--- src/rtl/pe_mac_v2_pkg.sv ---
// Shared types and the saturating/wrapping adder used by the systolic MAC cell.
package pe_mac_v2_pkg;

  typedef enum logic {
    PE_WS = 1'b0,
    PE_OS = 1'b1
  } pe_mode_e;

  typedef struct packed {
    logic [63:0] sum;
    logic        ovf;
  } sat_res_t;

  // Operands arrive sign-extended to 64 bits; w is the result width (w <= 62).
  function automatic sat_res_t sat_add(input logic signed [63:0] a,
                                       input logic signed [63:0] b,
                                       input int                 w,
                                       input logic               sat);
    logic signed [63:0] full_v;
    logic signed [63:0] max_v;
    logic signed [63:0] min_v;
    logic signed [63:0] wrap_v;
    sat_res_t           res;
    full_v = a + b;
    max_v  = (64'sd1 <<< (w - 1)) - 64'sd1;
    min_v  = -max_v - 64'sd1;
    wrap_v = (full_v <<< (64 - w)) >>> (64 - w);
    if (full_v > max_v) begin
      res.ovf = 1'b1;
      res.sum = sat ? max_v : wrap_v;
    end else if (full_v < min_v) begin
      res.ovf = 1'b1;
      res.sum = sat ? min_v : wrap_v;
    end else begin
      res.ovf = 1'b0;
      res.sum = full_v;
    end
    return res;
  endfunction

endpackage

--- src/rtl/pe_mac_v2_fxp_mac_sat.sv ---
// Combinational fixed-point multiply, floor-shift, fit to psum width, then add.
module fxp_mac_sat
  import pe_mac_v2_pkg::*;
#(
  parameter int DATA_W   = 16,
  parameter int FRAC_W   = 8,
  parameter int PSUM_W   = 16,
  parameter int SATURATE = 1
) (
  input  logic signed [DATA_W-1:0] mul_a,
  input  logic signed [DATA_W-1:0] mul_b,
  input  logic signed [PSUM_W-1:0] addend,
  output logic signed [PSUM_W-1:0] prod,
  output logic                     prod_ovf,
  output logic signed [PSUM_W-1:0] sum,
  output logic                     ovf
);

  logic signed [2*DATA_W-1:0] prod_full_s;
  logic signed [2*DATA_W-1:0] prod_shift_s;
  sat_res_t                   prod_res_s;
  sat_res_t                   add_res_s;
  logic                       sat_mode_s;
  logic                       unused_bits_s;

  assign sat_mode_s = (SATURATE != 0);

  // Product at full width, then fit the product and the sum into PSUM_W.
  always_comb begin
    prod_full_s  = (2*DATA_W)'(mul_a) * (2*DATA_W)'(mul_b);
    prod_shift_s = prod_full_s >>> FRAC_W;
    prod_res_s   = sat_add(64'(prod_shift_s), 64'sd0, PSUM_W, sat_mode_s);
    prod         = prod_res_s.sum[PSUM_W-1:0];
    prod_ovf     = prod_res_s.ovf;
    add_res_s    = sat_add(64'(prod), 64'(addend), PSUM_W, sat_mode_s);
    sum          = add_res_s.sum[PSUM_W-1:0];
    ovf          = prod_ovf | add_res_s.ovf;
  end

  assign unused_bits_s = ^{prod_res_s.sum[63:PSUM_W], add_res_s.sum[63:PSUM_W]};

endmodule

--- src/rtl/pe_mac_v2.sv ---
// Systolic PE: double-buffered tagged weight, WS/OS MAC with sticky status, registered chains.
module pe_mac_v2
  import pe_mac_v2_pkg::*;
#(
  parameter int DATA_W   = 16,
  parameter int FRAC_W   = 8,
  parameter int PSUM_W   = 16,
  parameter int TAG_W    = 4,
  parameter int ROW_ID   = 0,
  parameter int SATURATE = 1
) (
  input  logic              clk,
  input  logic              rst_n,
  input  logic              cfg_os,
  input  logic [PSUM_W-1:0] pe_psum_in,
  input  logic              pe_psum_v_in,
  input  logic [DATA_W-1:0] pe_weight_in,
  input  logic              pe_weight_v_in,
  input  logic [TAG_W-1:0]  pe_weight_tag_in,
  input  logic [DATA_W-1:0] pe_input_in,
  input  logic              pe_valid_in,
  input  logic              pe_switch_in,
  input  logic              pe_drain_in,
  input  logic              pe_sat_clr,
  output logic [PSUM_W-1:0] pe_psum_out,
  output logic              pe_psum_v_out,
  output logic [DATA_W-1:0] pe_weight_out,
  output logic              pe_weight_v_out,
  output logic [TAG_W-1:0]  pe_weight_tag_out,
  output logic [DATA_W-1:0] pe_input_out,
  output logic              pe_valid_out,
  output logic              pe_switch_out,
  output logic              pe_drain_out,
  output logic              pe_sat_flag,
  output logic              pe_col_err
);

  pe_mode_e          mode_s;
  logic [DATA_W-1:0] w_active_r;
  logic [DATA_W-1:0] w_shadow_r;
  logic [PSUM_W-1:0] acc_r;
  logic [DATA_W-1:0] w_eff_s;
  logic [PSUM_W-1:0] addend_s;
  logic [PSUM_W-1:0] prod_s;
  logic [PSUM_W-1:0] sum_s;
  logic              prod_ovf_s;
  logic              ovf_s;
  logic              load_hit_s;
  logic              sat_set_s;
  logic              col_set_s;

  assign mode_s     = pe_mode_e'(cfg_os);
  assign load_hit_s = pe_weight_v_in && (pe_weight_tag_in == TAG_W'(ROW_ID));
  // Switch bypasses the shadow so the MAC in the switch cycle already sees the new weight.
  assign w_eff_s    = pe_switch_in ? w_shadow_r : w_active_r;
  assign addend_s   = (mode_s == PE_OS) ? acc_r : pe_psum_in;

  fxp_mac_sat #(
    .DATA_W   (DATA_W),
    .FRAC_W   (FRAC_W),
    .PSUM_W   (PSUM_W),
    .SATURATE (SATURATE)
  ) u_mac (
    .mul_a    (pe_input_in),
    .mul_b    (w_eff_s),
    .addend   (addend_s),
    .prod     (prod_s),
    .prod_ovf (prod_ovf_s),
    .sum      (sum_s),
    .ovf      (ovf_s)
  );

  // Decide which status events fire this cycle.
  always_comb begin
    sat_set_s = 1'b0;
    col_set_s = 1'b0;
    case (mode_s)
      PE_WS: begin
        if (pe_valid_in) begin
          sat_set_s = ovf_s;
        end else begin
          sat_set_s = 1'b0;
        end
      end
      PE_OS: begin
        if (pe_drain_in) begin
          sat_set_s = pe_valid_in & prod_ovf_s;
          col_set_s = pe_psum_v_in;
        end else begin
          sat_set_s = pe_valid_in & ovf_s;
        end
      end
      default: begin
        sat_set_s = 1'b0;
        col_set_s = 1'b0;
      end
    endcase
  end

  // Weight double buffer: switch reads the old shadow before a same-cycle load lands.
  always_ff @(posedge clk or negedge rst_n) begin
    if (!rst_n) begin
      w_active_r <= {DATA_W{1'b0}};
      w_shadow_r <= {DATA_W{1'b0}};
    end else begin
      if (pe_switch_in) w_active_r <= w_shadow_r;
      if (load_hit_s)   w_shadow_r <= pe_weight_in;
    end
  end

  // Psum output and OS accumulator.
  always_ff @(posedge clk or negedge rst_n) begin
    if (!rst_n) begin
      pe_psum_out   <= {PSUM_W{1'b0}};
      pe_psum_v_out <= 1'b0;
      acc_r         <= {PSUM_W{1'b0}};
    end else begin
      case (mode_s)
        PE_WS: begin
          pe_psum_out   <= pe_valid_in ? sum_s : {PSUM_W{1'b0}};
          pe_psum_v_out <= pe_valid_in;
        end
        PE_OS: begin
          if (pe_drain_in) begin
            pe_psum_out   <= acc_r;
            pe_psum_v_out <= 1'b1;
            acc_r         <= pe_valid_in ? prod_s : {PSUM_W{1'b0}};
          end else begin
            if (pe_valid_in) acc_r <= sum_s;
            if (pe_psum_v_in) pe_psum_out <= pe_psum_in;
            pe_psum_v_out <= pe_psum_v_in;
          end
        end
        default: begin
          pe_psum_v_out <= 1'b0;
        end
      endcase
    end
  end

  // Forward chains toward east and south.
  always_ff @(posedge clk or negedge rst_n) begin
    if (!rst_n) begin
      pe_weight_out     <= {DATA_W{1'b0}};
      pe_weight_v_out   <= 1'b0;
      pe_weight_tag_out <= {TAG_W{1'b0}};
      pe_input_out      <= {DATA_W{1'b0}};
      pe_valid_out      <= 1'b0;
      pe_switch_out     <= 1'b0;
      pe_drain_out      <= 1'b0;
    end else begin
      pe_weight_out     <= pe_weight_in;
      pe_weight_v_out   <= pe_weight_v_in;
      pe_weight_tag_out <= pe_weight_tag_in;
      pe_valid_out      <= pe_valid_in;
      pe_switch_out     <= pe_switch_in;
      pe_drain_out      <= pe_drain_in;
      if (pe_valid_in) pe_input_out <= pe_input_in;
    end
  end

  // Sticky flags; a set in the clear cycle wins.
  always_ff @(posedge clk or negedge rst_n) begin
    if (!rst_n) begin
      pe_sat_flag <= 1'b0;
      pe_col_err  <= 1'b0;
    end else begin
      pe_sat_flag <= sat_set_s | (pe_sat_flag & ~pe_sat_clr);
      pe_col_err  <= col_set_s | (pe_col_err & ~pe_sat_clr);
    end
  end

endmodule
--- config.mk ---
export PLATFORM = sky130hd
export DESIGN_NAME = pe_mac_v2
export DESIGN_NICKNAME = d
export VERILOG_FILES = /design/src/rtl/pe_mac_v2_pkg.sv /design/src/rtl/pe_mac_v2_fxp_mac_sat.sv /design/src/rtl/pe_mac_v2.sv
export SDC_FILE = /design/constraint.sdc
export NUM_CORES = 1
export LEC_CHECK = 0
export ABC_AREA = 1
export BUFFER_PORTS_ARGS = -buffer_cell sky130_fd_sc_hd__buf_2
export CAP_MARGIN = 20
export CORE_ASPECT_RATIO = 2
export CORE_UTILIZATION = 55
export CTS_BUF_LIST = sky130_fd_sc_hd__clkbuf_4
export DETAILED_ROUTE_END_ITERATION = 10
export GPL_TIMING_DRIVEN = 1
export PLACE_DENSITY = 0.78
export SKIP_LAST_GASP = 1
export SYNTH_ARGS = -nofsm -noshare
export SYNTH_HDL_FRONTEND = slang
export SYNTH_SLANG_ARGS = --single-unit
--- constraint.sdc ---
create_clock -name clk -period 8.05 [get_ports clk]
set_input_delay 0.805 -clock clk [delete_from_list [all_inputs] [get_ports clk]]
set_output_delay 0.805 -clock clk [all_outputs]
set_load 0.01 [all_outputs]
==> results of run 1 <==
metal layers:
metal | GRT usage (%) | part of all wire (%)
met5 | 0 | 0
met4 | 37.8 | 12
met1 | 34.9 | 29
met3 | 5.95 | 5.7
met2 | 70.9 | 53
logic make-up after synthesis:
kind of cell | count (synthesis) | share of synthesized area, %
mux | 14 | 1.02
buf+inv | 473 | 11.6
simple gates | 684 | 18.4
flops | 107 | 17.3
compound gates | 219 | 7.90
fa+ha+maj | 357 | 41.5
xor+xnor | 41 | 2.32
sequential cells by signal, indices dropped and copies added, names as in the netlist:
signal / cells
pe_weight_v_out: 1
pe_input_out: 16
pe_drain_out: 1
pe_valid_out: 1
pe_weight_tag_out: 4
acc_r: 16
pe_col_err: 1
pe_sat_flag: 1
pe_weight_out: 16
w_shadow_r: 16
w_active_r: 16
pe_switch_out: 1
pe_psum_v_out: 1
pe_psum_out: 16
stage by stage:
stage               instances  setup TNS, ns  hold WS (ns)  worst slack [ns]  instance area [sq um]
floorplan                1895          -4.58         0.471            -0.261                  16000
global placement         2582         -34.65         0.460             -1.19                  18900
detailed placement       2582         -37.77         0.472             -1.28                  18900
CTS                      2667          -3.79         0.294            -0.185                  20300
global route             2697         -21.60         0.315            -0.763                  21200
finish                   2697         -11.43         0.293            -0.478                  21200
timing repair:
action / CTS / global route
gates resized for setup: 206 / 178
endpoints found under the setup margin: 33 / 33
setup buffers: 67 / 28
endpoints found under the hold margin: 0 / 0
pin swaps: 102 / 92
cloned: 3 / 0
how the worst max path moves through the flow:
stage	end	slack, ns	cells after the start
6_report	acc_r[4]	-0.48	47
5_1_grt	acc_r[1]	-0.76	47
4_1_cts	acc_r[3]	-0.18	46
3_5_place_dp	pe_sat_flag	-1.28	47
3_3_place_gp	pe_sat_flag	-1.19	47
2_1_floorplan	acc_r[2]	-0.26	49
critical path, delay by kind of cell:
family                   cells  cell delay, ns
AO/OA/AOI/OAI                5            0.78
XOR/XNOR                     1            0.23
adder cells (fa/ha/maj)      9            3.85
buffers and inverters        9            0.99
AND/OR/NAND/NOR             23            2.30
final cells by class:
| type | instances | area (sq um) |
|---|---|---|
| timing repair inverter | 2 | 16.3 |
| multi-input combinational | 1316 | 12700 |
| clock inverter | 6 | 78.8 |
| sequential | 107 | 2680 |
| clock buffer | 10 | 75.1 |
| inverter | 414 | 1610 |
| tap | 352 | 440 |
| antenna | 1 | 2.50 |
| fill | 1820 | 6440 |
| timing repair buffer | 489 | 3620 |
Yosys cell counts, types with 4 or more instances:
master and n:
mux2_2 14, nand2_2 34, o21bai_1 6, clkbuf_1 54, o21ai_0 73, a21oi_1 87
nor2_1 226, nor3_1 11, dfrtp_1 107, nand2_1 347, or2_2 22, inv_2 4
a21o_1 9, xor2_1 27, nand3_1 26, clkinv_1 6, ha_1 95, o21ai_1 4
inv_1 404, fa_1 262, xnor2_1 14, a31oi_1 20, a21oi_2 9
==> summary.txt, run 1 <==
Critical path
  – Slowest stage delay, CP: 0.57 ns
  – Worst flop-to-flop path startpoint: w_shadow_r[2]
  – CP Launch Type: input pin
  – R2R cell count: 47
  – Most frequent CP cell: nand2_4
  – Worst Path Arrival: 8.99 ns
  – Setup crit start: pe_switch_in
  – Worst R2R End: acc_r[4]
  – Crit Path Class: in2reg
  – CP endpoint kind: register
  – Required time worst endpoint: 8.51 ns
  – Slowest-stage cell, CP: fa_1
  – Worst Path Max Fanout: 8
  – Reg2reg setup slack: -0.44 ns

Die
  – Rows: 86
  – Die W: 121 um
  – Die Span Y: 239 um
  – Die area: 0.0289 sq mm
  – I/O pin cnt: 120
  – Initial Util: 56.1%
  – Core ar.: 0.0277 sq mm

STA
  – Slew Viols, Final: 0
  – RSZ-0062 raised after global routing: true
  – Clock Skew: 0.0301 ns
  – Max frequency: 117 MHz
  – Period utilization: 106%
  – Final min period: 8.53 ns
  – Slew at the pin closest to its max-slew limit: 1.02 ns
  – # setup viols final: 33
  – Relative slew slack: 31.9%
  – Fin. Hold Viols: 0
  – Setup ws final: -0.478 ns

Drt
  – First-pass iteration count of the detailed router: 6
  – Via density per instance: 5.60
  – Average wire per standard cell: 20.3 um
  – Residual DRC count: 0
  – Routed via count: 15.1k
  – DRT antenna net count: 0
  – Post-Route WL: 54.7 mm
  – Iteration-0 DRC Markers: 900

Clock tree
  – Clk buf depth: 2
  – Sink Count: 107
  – TritonCTS buffer count: 9
  – CTS tree: built
  – Clk slew on worst S/H paths: 0.20 ns
  – CTS root buf: clkbuf_4
  – Clock latency on the worst-skew pair: 0.54 ns
  – H-tree depth: 3
  – Hold buffer count at cts: 0

Yosys
  – Sequential-to-total area share from yosys stat: 17.3%
  – Async SR Flop Fraction: 100%
  – Netlist cell types: 43
  – Flops & latches, synth: 107
  – Yosys top cell by area: fa_1
  – Synth area leaders: fa_1 34%, dfrtp_1 17%, inv_1 9.8%
  – Mapped cell area: 0.0155 sq mm
  – Top FF cell, synth: dfrtp_1
  – Synth Net Count: 2313
  – Synth top area share: 33.8%
  – YS warnings: 0
  – Syn Area/Cell: 8.18 sq um
  – Post-synth EDFFs: 0
  – Synth Instances: 1895

Global routing
  – Gr usage total: 38.7%
  – Vias in the first global route: 16.4k
  – Gr ovfl total: 0
  – Initial antenna violation count: 1
  – Global-route wire length before repair: 82.9 mm
  – Largest net degree at the start of global routing: 58

Hold path
  – Worst hold path class: in2async

Finish
  – Share of layout cells above drive strength 1: 39.2%
  – Final #Nets: 2757
  – Commonest non-fill, non-tap cells in the layout: 351 x inv_1, 333 x buf_4, 273 x nand2_1
  – Commonest non-fill, non-tap cell in the layout: inv_1
  – Core Util, Final: 76.7%
  – P&R area growth vs syn: 36.9%

Outcome
  – Violated checks: setup timing
  – Status: finished, violations left

Placed design
  – PortBufs: 119
  – Final Wtd Congestion: 1.03
  – Dpl hpwl: 42.4 mm

Job
  – Max_cap viols: 0
Power of run 1 is left out: the tool's default activity adds up to more than one toggle a clock period on the data nets, which glitch-free logic cannot reach.
==> run 2: changes to the inputs <==
--- a/config.mk
+++ b/config.mk
@@ -14,6 +14,7 @@
 export DETAILED_ROUTE_END_ITERATION = 10
 export GPL_TIMING_DRIVEN = 1
 export PLACE_DENSITY = 0.78
+export SETUP_SLACK_MARGIN = 0.3
 export SKIP_LAST_GASP = 1
 export SYNTH_ARGS = -nofsm -noshare
 export SYNTH_HDL_FRONTEND = slang
==> summary.txt, run 2 (synthesis results as in run 1) <==
Critical path
  – CP Launch Type: input pin (unchanged)
  – Worst Path Max Fanout: 8 (unchanged)
  – Slowest-stage cell, CP: fa_1 (unchanged)
  – Required time worst endpoint: 8.52 ns (was 8.51 ns)
  – Worst path bufs/invs: 10 (was 9)
  – Crit Path Class: in2reg (unchanged)
  – Slowest stage delay, CP: 0.55 ns (was 0.57 ns)
  – CP delay by family, top: adder cells (unchanged)
  – CP endpoint kind: register (unchanged)
  – Most frequent CP cell: nand2_1 (was nand2_4)
  – Worst Path Arrival: 8.85 ns (was 8.99 ns)

Finish
  – Core Util, Final: 76.5% (was 76.7%)
  – Area of the multi-input gates: 0.0127 sq mm (about the same)
  – FILL cells: 1869 (was 1820)
  – P&R area growth vs syn: 36.5% (was 36.9%)
  – Commonest non-fill, non-tap cell in the layout: inv_1 (unchanged)
  – Sequential cell area: 0.00268 sq mm (about the same)
  – Final #Nets: 2729 (was 2757)
  – Share of layout cells above drive strength 1: 38.0% (was 39.2%)
  – Commonest non-fill, non-tap cells in the layout: 350 x inv_1, 292 x buf_4, 284 x nand2_1 (was 351 x inv_1, 333 x buf_4, 273 x nand2_1)

STA
  – Fin. Hold Viols: 0 (unchanged)
  – Max frequency: 119 MHz (was 117 MHz)
  – Setup ws final: -0.337 ns (was -0.478 ns)
  – # setup viols final: 32 (was 33)
  – Slew at the pin closest to its max-slew limit: 0.897 ns (was 1.02 ns)
  – Period utilization: 104% (was 106%)
  – Clock Skew: 0.0326 ns (was 0.0301 ns)
  – Relative slew slack: 40.2% (was 31.9%)
  – Final min period: 8.39 ns (was 8.53 ns)
  – RSZ-0062 raised after global routing: true (unchanged)
  – Slew Viols, Final: 0 (unchanged)

Placed design
  – Final Wtd Congestion: 0.998 (was 1.03)
  – PortBufs: 119 (unchanged)
  – Dpl hpwl: 42.6 mm (was 42.4 mm)

Drt
  – Routed via count: 15.0k (was 15.1k)
  – Post-Route WL: 55.0 mm (was 54.7 mm)
  – Via density per instance: 5.60 (about the same)
  – Residual DRC count: 0 (unchanged)
  – Iteration-0 DRC Markers: 1036 (was 900)
  – DRT antenna net count: 0 (unchanged)
  – Average wire per standard cell: 20.6 um (was 20.3 um)
  – First-pass iteration count of the detailed router: 9 (was 6)

Global routing
  – Vias in the first global route: 15.9k (was 16.4k)
  – Largest net degree at the start of global routing: 69 (was 58)
  – Gr ovfl total: 0 (unchanged)
  – Gr usage total: 38.1% (was 38.7%)
  – Initial antenna violation count: 1 (unchanged)
  – Global-route wire length before repair: 81.1 mm (was 82.9 mm)

Clock tree
  – Hold buffer count at cts: 0 (unchanged)
  – Clk slew on worst S/H paths: 0.20 ns (about the same)
  – Sink Count: 107 (unchanged)
  – CTS root buf: clkbuf_4 (unchanged)
  – Clock latency on the worst-skew pair: 0.57 ns (was 0.54 ns)
  – TritonCTS buffer count: 9 (unchanged)
  – Clk buf depth: 2 (unchanged)
  – H-tree depth: 3 (unchanged)
  – CTS tree: built (unchanged)

Die
  – Initial Util: 56.1% (unchanged)
  – I/O pin cnt: 120 (unchanged)
  – Rows: 86 (unchanged)
  – Core ar.: 0.0277 sq mm (unchanged)
  – Die W: 121 um (unchanged)
  – Die area: 0.0289 sq mm (unchanged)
  – Die Span Y: 239 um (unchanged)

Job
  – Max_cap viols: 0 (unchanged)

Outcome
  – Violated checks: setup timing (unchanged)
  – Status: finished, violations left (unchanged)

Hold path
  – Worst hold path class: in2async (unchanged)
[run 2: cell count changes in the layout (fill, tap and decap cells not counted), sizes merged]
| cell | delta |
|---|---|
| bufinv | -1 |
| o21ai | +1 |
| buf | -28 |
| clkbuf | -1 |
| clkinvlp | -2 |
| clkinv | +3 |
[run 2: metrics by stage]
step / instance area (sq um) / std cells / TNS, ns / setup slack, ns / hold WS (ns)
detailed placement: 18900 / 2574 / -40.71 / -1.41 / 0.468
CTS: 20200 / 2638 / -1.80 / -0.136 / 0.183
floorplan: 16000 / 1895 / -4.58 / -0.261 / 0.471
global route: 21200 / 2669 / -19.32 / -0.743 / 0.198
finish: 21200 / 2669 / -6.85 / -0.337 / 0.175
global placement: 18900 / 2574 / -39.18 / -1.40 / 0.463
[run 2: layout make-up]
type,count,area share (%)
clock inverter,7,0.272
clock buffer,9,0.319
tap,352,2.08
multi-input combinational,1317,60.1
timing repair inverter,1,0.0414
inverter,414,7.55
antenna,1,0.0118
timing repair buffer,461,16.9
sequential,107,12.7
[run 2: what timing repair did]
item	in CTS	in global routing
gates resized for setup	202	185
pin swaps	99	110
cloned	4	1
endpoints found under the setup margin	33	33
setup buffers	44	27
[run 2: layer usage]
metal	up-vias	wire, um	global-route usage (%)
met5	-	0	0
met3	356	2660	4.90
met4	0	6790	37.5
met2	729	29300	71.2
li1	6503	-	-
met1	7363	16200	33.8
[run 2: path summary, 6_finish.rpt]
check / startpoint / endpoint / slack [ns] / cells after the start
max: pe_switch_in / acc_r[4] / -0.34 / 51
min: rst_n / pe_input_out[10] / 0.18 / 1
max reg2reg: w_shadow_r[14] / acc_r[4] / -0.33 / 46
min reg2reg: pe_input_out[0] / pe_input_out[0] / 0.51 / 2
max in group asynchronous: rst_n / acc_r[10] / 6.56 / 2
min in group clk: pe_weight_tag_in[1] / pe_weight_tag_out[1] / 0.34 / 1
Power of run 2 is left out for the same reason.
